<file path="src/rtl/mp_intc_pkg.sv">
// mp_intc_pkg -- shared constants for the mp_intc interrupt controller.
//   NUM_SRC   : number of external interrupt lines
//   CODE_SWI  : exception code reported for the software interrupt
//   ADR_*     : register offsets on the cfg_adr bus
package mp_intc_pkg;

    localparam int          NUM_SRC  = 16;
    localparam logic [4:0]  CODE_SWI = 5'd31;

    localparam logic [2:0]  ADR_MVEC    = 3'd0;
    localparam logic [2:0]  ADR_MEPC    = 3'd1;
    localparam logic [2:0]  ADR_ENABLE  = 3'd2;
    localparam logic [2:0]  ADR_PENDING = 3'd3;
    localparam logic [2:0]  ADR_EDGE    = 3'd4;
    localparam logic [2:0]  ADR_STATUS  = 3'd5;

    typedef logic [4:0] code_t;

endpackage

</file>
<file path="src/rtl/mp_intc_prio.sv">
// mp_intc_prio -- combinational priority picker.
//   req_i   [NUM_SRC:0] : bit NUM_SRC is the software interrupt, the rest are
//                         enabled & pending external sources
//   valid_o             : any request present
//   code_o  [4:0]       : CODE_SWI if the software request is set, otherwise
//                         the lowest requesting index; 0 when nothing requests
module mp_intc_prio
    import mp_intc_pkg::*;
(
    input  logic [NUM_SRC:0] req_i,
    output logic             valid_o,
    output code_t            code_o
);

    always_comb begin
        valid_o = |req_i;
        code_o  = '0;
        // Walk downward so the lowest set index is the last assignment.
        for (int i = NUM_SRC - 1; i >= 0; i--) begin
            if (req_i[i]) begin
                code_o = 5'(i);
            end
        end
        if (req_i[NUM_SRC]) begin
            code_o = CODE_SWI;
        end
    end

endmodule

</file>
<file path="src/rtl/mp_intc.sv">
// mp_intc -- 16-source interrupt controller with software interrupt.
//   clk, ext_rst (async, active-high)
//   irq_src[15:0]  external lines        swi      software interrupt pulse
//   mie_set        re-enable request     pc_epc   PC captured on take
//   mie, exi, exi_code, mvec, mepc       core-facing status outputs
//   cfg_we/cfg_adr/cfg_wdata/cfg_rdata  register access (combinational read)
// Optional build macro INTC_SYNC_EN: inserts a two-flop synchronizer on
// irq_src, adding two cycles of latency. Without it irq_src must already be
// synchronous to clk.
module mp_intc
    import mp_intc_pkg::*;
(
    input  logic               clk,
    input  logic               ext_rst,
    input  logic [NUM_SRC-1:0] irq_src,
    input  logic               swi,
    input  logic               mie_set,
    input  logic [31:0]        pc_epc,
    output logic               mie,
    output logic               exi,
    output logic [4:0]         exi_code,
    output logic [31:0]        mvec,
    output logic [31:0]        mepc,
    input  logic               cfg_we,
    input  logic [2:0]         cfg_adr,
    input  logic [31:0]        cfg_wdata,
    output logic [31:0]        cfg_rdata
);

    logic [NUM_SRC-1:0] irq_s;

`ifdef INTC_SYNC_EN
    localparam int ARM_LEN = 3;
    logic [NUM_SRC-1:0] sync1_q, sync2_q;

    always_ff @(posedge clk or posedge ext_rst) begin
        if (ext_rst) begin
            sync1_q <= '0;
            sync2_q <= '0;
        end else begin
            sync1_q <= irq_src;
            sync2_q <= sync1_q;
        end
    end
    assign irq_s = sync2_q;
`else
    localparam int ARM_LEN = 1;
    assign irq_s = irq_src;
`endif

    logic [31:0]        mvec_q, mvec_d;
    logic [31:0]        mepc_q, mepc_d;
    logic [NUM_SRC-1:0] enable_q, enable_d;
    logic [NUM_SRC:0]   pending_q, pending_d;
    logic [NUM_SRC-1:0] edge_q, edge_d;
    logic               mie_q, mie_d;
    code_t              last_code_q, last_code_d;
    logic [NUM_SRC-1:0] hist_q;
    // Edge detection stays masked until the sampling path has been refilled
    // after reset, so a line already high at release is not seen as a rise.
    logic [ARM_LEN-1:0] arm_q;
    logic               armed;

    logic [NUM_SRC:0]   hw_set, w1c, take_clr, req;
    logic               prio_valid;
    code_t              prio_code;
    logic               take;

    assign armed = arm_q[ARM_LEN-1];

    genvar gi;
    generate
        for (gi = 0; gi < NUM_SRC; gi++) begin : g_src
            assign hw_set[gi] = edge_q[gi] ? (irq_s[gi] & ~hist_q[gi] & armed)
                                           : irq_s[gi];
            assign req[gi]    = pending_q[gi] & enable_q[gi];
        end
    endgenerate
    assign hw_set[NUM_SRC] = swi;
    assign req[NUM_SRC]    = pending_q[NUM_SRC];

    mp_intc_prio u_prio (
        .req_i   (req),
        .valid_o (prio_valid),
        .code_o  (prio_code)
    );

    assign exi      = mie_q & prio_valid;
    assign exi_code = exi ? prio_code : 5'd0;
    assign take     = exi;

    logic wr_mvec, wr_mepc, wr_en, wr_pend, wr_edge, wr_stat;
    assign wr_mvec = cfg_we && (cfg_adr == ADR_MVEC);
    assign wr_mepc = cfg_we && (cfg_adr == ADR_MEPC);
    assign wr_en   = cfg_we && (cfg_adr == ADR_ENABLE);
    assign wr_pend = cfg_we && (cfg_adr == ADR_PENDING);
    assign wr_edge = cfg_we && (cfg_adr == ADR_EDGE);
    assign wr_stat = cfg_we && (cfg_adr == ADR_STATUS);

    always_comb begin
        w1c      = wr_pend ? cfg_wdata[NUM_SRC:0] : '0;
        take_clr = '0;
        // Level sources are not cleared by a take; software clears them
        // once the line has dropped.
        if (take) begin
            if (prio_code == CODE_SWI) begin
                take_clr[NUM_SRC] = 1'b1;
            end else if (edge_q[prio_code[3:0]]) begin
                take_clr[prio_code[3:0]] = 1'b1;
            end
        end
        // A fresh hardware set beats a clear in the same cycle.
        pending_d = (pending_q & ~w1c & ~take_clr) | hw_set;

        mvec_d      = wr_mvec ? cfg_wdata : mvec_q;
        enable_d    = wr_en   ? cfg_wdata[NUM_SRC-1:0] : enable_q;
        edge_d      = wr_edge ? cfg_wdata[NUM_SRC-1:0] : edge_q;
        mepc_d      = take ? pc_epc : (wr_mepc ? cfg_wdata : mepc_q);
        last_code_d = take ? prio_code : last_code_q;

        if (take) begin
            mie_d = 1'b0;
        end else if (wr_stat) begin
            mie_d = cfg_wdata[0];
        end else if (mie_set) begin
            mie_d = 1'b1;
        end else begin
            mie_d = mie_q;
        end
    end

    always_ff @(posedge clk or posedge ext_rst) begin
        if (ext_rst) begin
            mvec_q      <= '0;
            mepc_q      <= '0;
            enable_q    <= '0;
            pending_q   <= '0;
            edge_q      <= '0;
            mie_q       <= 1'b0;
            last_code_q <= '0;
            hist_q      <= '0;
            arm_q       <= '0;
        end else begin
            mvec_q      <= mvec_d;
            mepc_q      <= mepc_d;
            enable_q    <= enable_d;
            pending_q   <= pending_d;
            edge_q      <= edge_d;
            mie_q       <= mie_d;
            last_code_q <= last_code_d;
            hist_q      <= irq_s;
            arm_q       <= ARM_LEN'({arm_q, 1'b1});
        end
    end

    always_comb begin
        cfg_rdata = '0;
        case (cfg_adr)
            ADR_MVEC:    cfg_rdata = mvec_q;
            ADR_MEPC:    cfg_rdata = mepc_q;
            ADR_ENABLE:  cfg_rdata = {16'd0, enable_q};
            ADR_PENDING: cfg_rdata = {15'd0, pending_q};
            ADR_EDGE:    cfg_rdata = {16'd0, edge_q};
            ADR_STATUS:  cfg_rdata = {19'd0, last_code_q, 7'd0, mie_q};
            default:     cfg_rdata = '0;
        endcase
    end

    assign mie  = mie_q;
    assign mvec = mvec_q;
    assign mepc = mepc_q;

endmodule

</file>
<file path="config.mk">
export PLATFORM = sky130hd
export DESIGN_NAME = mp_intc
export DESIGN_NICKNAME = d
export VERILOG_FILES = /design/src/rtl/mp_intc_pkg.sv /design/src/rtl/mp_intc_prio.sv /design/src/rtl/mp_intc.sv
export SDC_FILE = /design/constraint.sdc
export NUM_CORES = 1
export LEC_CHECK = 0
export ABC_CLOCK_PERIOD_IN_PS = 4200
export CORE_MARGIN = 2
export CORE_UTILIZATION = 40
export DETAILED_ROUTE_END_ITERATION = 16
export GPL_ROUTABILITY_DRIVEN = 0
export PLACE_DENSITY = 0.7
export SETUP_SLACK_MARGIN = 0.05
export SYNTH_ARGS = -nofsm -noshare
export SYNTH_HDL_FRONTEND = slang
export SYNTH_SLANG_ARGS = --single-unit
</file>
<file path="constraint.sdc">
create_clock -name clk -period 4.2 [get_ports clk]
set_input_delay 0.63 -clock clk [delete_from_list [all_inputs] [get_ports clk]]
set_output_delay 0.63 -clock clk [all_outputs]
set_load 0.005 [all_outputs]
</file>
==> impl_metrics.env <==
export IMPL_outcome="complete, no violations"
export IMPL_port_buffers=190
export IMPL_path_clk_slew_ns=0.06
export IMPL_cts_buffer_depth=2
export IMPL_chipWidth_um=135
export IMPL_synth_net_count=718
export IMPL_avgSynthCellArea_um2=10.9
export IMPL_powerDensity_mw_per_mm2=560
export IMPL_start_util=0.412
export IMPL_synth_edf_count=0
export IMPL_synth_mux_area_frac=0.194
export IMPL_coreArea_mm2=0.0166
export IMPL_fin_crit_ns=3.81
export IMPL_arrival_ns=3.18
export IMPL_drc=0
export IMPL_clock_latency_ns=0.43
export IMPL_cp_required_ns=3.57
export IMPL_crit_type="register to output pin"
export IMPL_dp_cells=1019
export IMPL_wl_um=23200
export IMPL_synth_fa_ha_area_frac=0
export IMPL_worstMarginPinSlew_ns=0.965
export IMPL_n_fill_cell=1374
export IMPL_diodes=0
export IMPL_rsz0062_at_grt="no"
export IMPL_finalNonFillerCells=1051
export IMPL_gr_usage_all_layers=0.261
export IMPL_grt_pass1_wl_um=36000
export IMPL_synthesis_area_mm2=0.00686
export IMPL_clock_fmax_mhz=262
export IMPL_die_height_um=135
export IMPL_busiest_layer="met2"
export IMPL_yosys_warnings=0
export IMPL_grt_overflow_total=0
export IMPL_endpoint_kind="output pin"
export IMPL_max_vdd_ir_drop_uv=335
export IMPL_routed_via_density=5.87
export IMPL_hpwl_um=17200
export IMPL_finalHoldViolCount=0
export IMPL_worst_path_max_fanout=19
export IMPL_totalNegativeSetupSlack_ns=0
export IMPL_ant_nets=0
export IMPL_startpoint_type="register"
export IMPL_synth_compound_area_frac=0.187
export IMPL_clock_skew_ns=0.00725
export IMPL_cts_tree="built"
export IMPL_hold_class="register to register"
export IMPL_final_layout_size_suffix_gt1_frac=0.170
export IMPL_clock_sinks=136
export IMPL_grt_pass1_vias=6383
export IMPL_cap_violations=0
export IMPL_synthArstFlopShare=1.00
export IMPL_vias=6173
export IMPL_fin_nets=906
export IMPL_ctsHoldBuffers=0
export IMPL_whs_ns=0.470
export IMPL_ys_ff_latch=136
export IMPL_grtUsageMet2=0.417
export IMPL_synth_simple_area_share=0.0925
export IMPL_synthXorXnorAreaFrac=0
export IMPL_first_pass_iters=8
export IMPL_first_iter_violations=756
export IMPL_drv_slew=0
export IMPL_cts_buffers=17
export IMPL_finalCritPeriodShare=0.908
export IMPL_wl_per_cell_um=22.1
export IMPL_ios=191
export IMPL_grt_use_met1=0.331
export IMPL_floorplan_rows=47
export IMPL_synth_cell_types=62
export IMPL_antenna_found_initial=0
export IMPL_area_delta_synth_final_pct=39.9
export IMPL_die_area_mm2=0.0182
export IMPL_synth_top_family_by_area="multiplexers"
export IMPL_worst_slack_ns=0.386
export IMPL_syn_inst=630
export IMPL_setup_viol=0
export IMPL_cts_root_buf="clkbuf_16"
export IMPL_yosysSeqAreaShare=0.496
export IMPL_p_leak_nw=3.76
export IMPL_cts_resized=0
export IMPL_use_met3=0.0781
export IMPL_grt_max_degree=64
export IMPL_post_place_ws_ns=0.754
export IMPL_htreeDepth=4
export IMPL_ys_flop_type="dfrtp_1"
export IMPL_relSlewSlack=0.357
export IMPL_post_cts_buffers=0
## per-layer routing
metal | part of all wire | wire length [um]
met1 | 0.40 | 9290
met5 | 0 | 0
met4 | 0.025 | 580
met3 | 0.11 | 2500
met2 | 0.47 | 10800
## Yosys cell counts, types with 3 or more instances
library cell | instances | area (um^2)
dfrtp_1 | 136 | 3400
mux2_2 | 76 | 856
nor2_1 | 57 | 214
nand2_1 | 49 | 184
a21oi_1 | 44 | 220
mux2i_1 | 42 | 420
a22o_1 | 25 | 219
a22oi_1 | 25 | 188
o21ai_0 | 19 | 95.1
buf_2 | 18 | 90.1
clkbuf_1 | 17 | 63.8
o22ai_1 | 16 | 100
a32o_1 | 8 | 80.1
o21ai_1 | 7 | 35.0
a21o_1 | 6 | 45.0
nor3_1 | 5 | 25.0
a31oi_1 | 4 | 25.0
inv_1 | 4 | 15.0
nor2b_1 | 4 | 25.0
or3_1 | 4 | 25.0
a32oi_1 | 3 | 26.3
and2_1 | 3 | 18.8
buf_1 | 3 | 11.3
nand2b_1 | 3 | 18.8
nand3_1 | 3 | 15.0
nor4_1 | 3 | 18.8
o211ai_1 | 3 | 22.5
o311ai_1 | 3 | 26.3
## critical path: stages, from the launching register on
cell	delay, ns
dfrtp_1	0.45
a22o_1	0.29
or4_1	0.68
o21ai_4	0.59
nor2_1	0.25
clkdlybuf4s50_1	0.50
## final cells by class
type | instances | area (um^2) | area share
flip-flops and latches | 136 | 3400 | 0.355
multi-input cells | 449 | 3260 | 0.340
repair buffers | 209 | 2060 | 0.215
clock buffers | 19 | 443 | 0.0462
well taps | 220 | 275 | 0.0287
clock inverters | 13 | 129 | 0.0134
inverters | 5 | 22.5 | 0.00235
## layout by cell type, fill, tap and decap left out, types with 4 or more instances in the layout
cell type and n:
a21o_1 6, a21oi_1 44, a22o_1 25, a22oi_1 25, a31oi_1 4, a32o_1 8
buf_4 18, clkbuf_16 17, clkdlybuf4s50_1 190, clkinv_2 6, clkinvlp_4 5, dfrtp_1 136
mux2_2 76, mux2i_1 42, nand2_1 49, nor2_1 57, nor2b_1 4, nor3_1 4
o21ai_0 19, o21ai_1 7, o22ai_1 16, or3_1 4
## state kept, by name, indices dropped and copies added, names as in the netlist
name / count
arm_q: 1
edge_q: 16
enable_q: 16
hist_q: 16
last_code_q: 5
mepc: 32
mie: 1
mvec: 32
pending_q: 17
## cells by family (layout without fill, tap and decap cells)
kind of cell,Yosys count,in the layout
buffers and inverters,45,246
flip-flops,136,136
multiplexers,121,121
AO/OA/AOI/OAI,184,184
other,1,1
AND/OR/NAND/NOR,143,143
## through the flow
| step | util | power (mW) | area [um^2] |
|---|---|---|---|
| after floorplan | - | 2.85 | 6860 |
| after global placement | 0.542 | 3.87 | 9020 |
| after detailed placement | 0.542 | 3.91 | 9020 |
| after global routing | 0.576 | 5.64 | 9590 |
| after CTS | 0.576 | 5.39 | 9590 |
| final | 0.576 | 5.37 | 9590 |
## final timing paths
| check | endpoint | startpoint | cells after the start | slack [ns] |
|---|---|---|---|---|
| max | exi_code[1] | pending_q[11]$_DFF_PP0_ | 5 | 0.39 |
| min | last_code_q[1]$_DFFE_PP0P_ | last_code_q[1]$_DFFE_PP0P_ | 1 | 0.47 |
| max reg2reg | mepc[25]$_DFFE_PP0P_ | pending_q[11]$_DFF_PP0_ | 6 | 1.26 |
| min reg2reg | last_code_q[1]$_DFFE_PP0P_ | last_code_q[1]$_DFFE_PP0P_ | 1 | 0.47 |
| max in group asynchronous | pending_q[5]$_DFF_PP0_ | ext_rst | 3 | 2.55 |
| min in group asynchronous | mepc[21]$_DFFE_PP0P_ | ext_rst | 2 | 0.67 |
## power by group
group / internal [mW] / switching [mW]
clock network: 0.882 / 0.566
logic: 1.04 / 0.804
registers: 1.66 / 0.420
(Power assumes the default switching activity.)
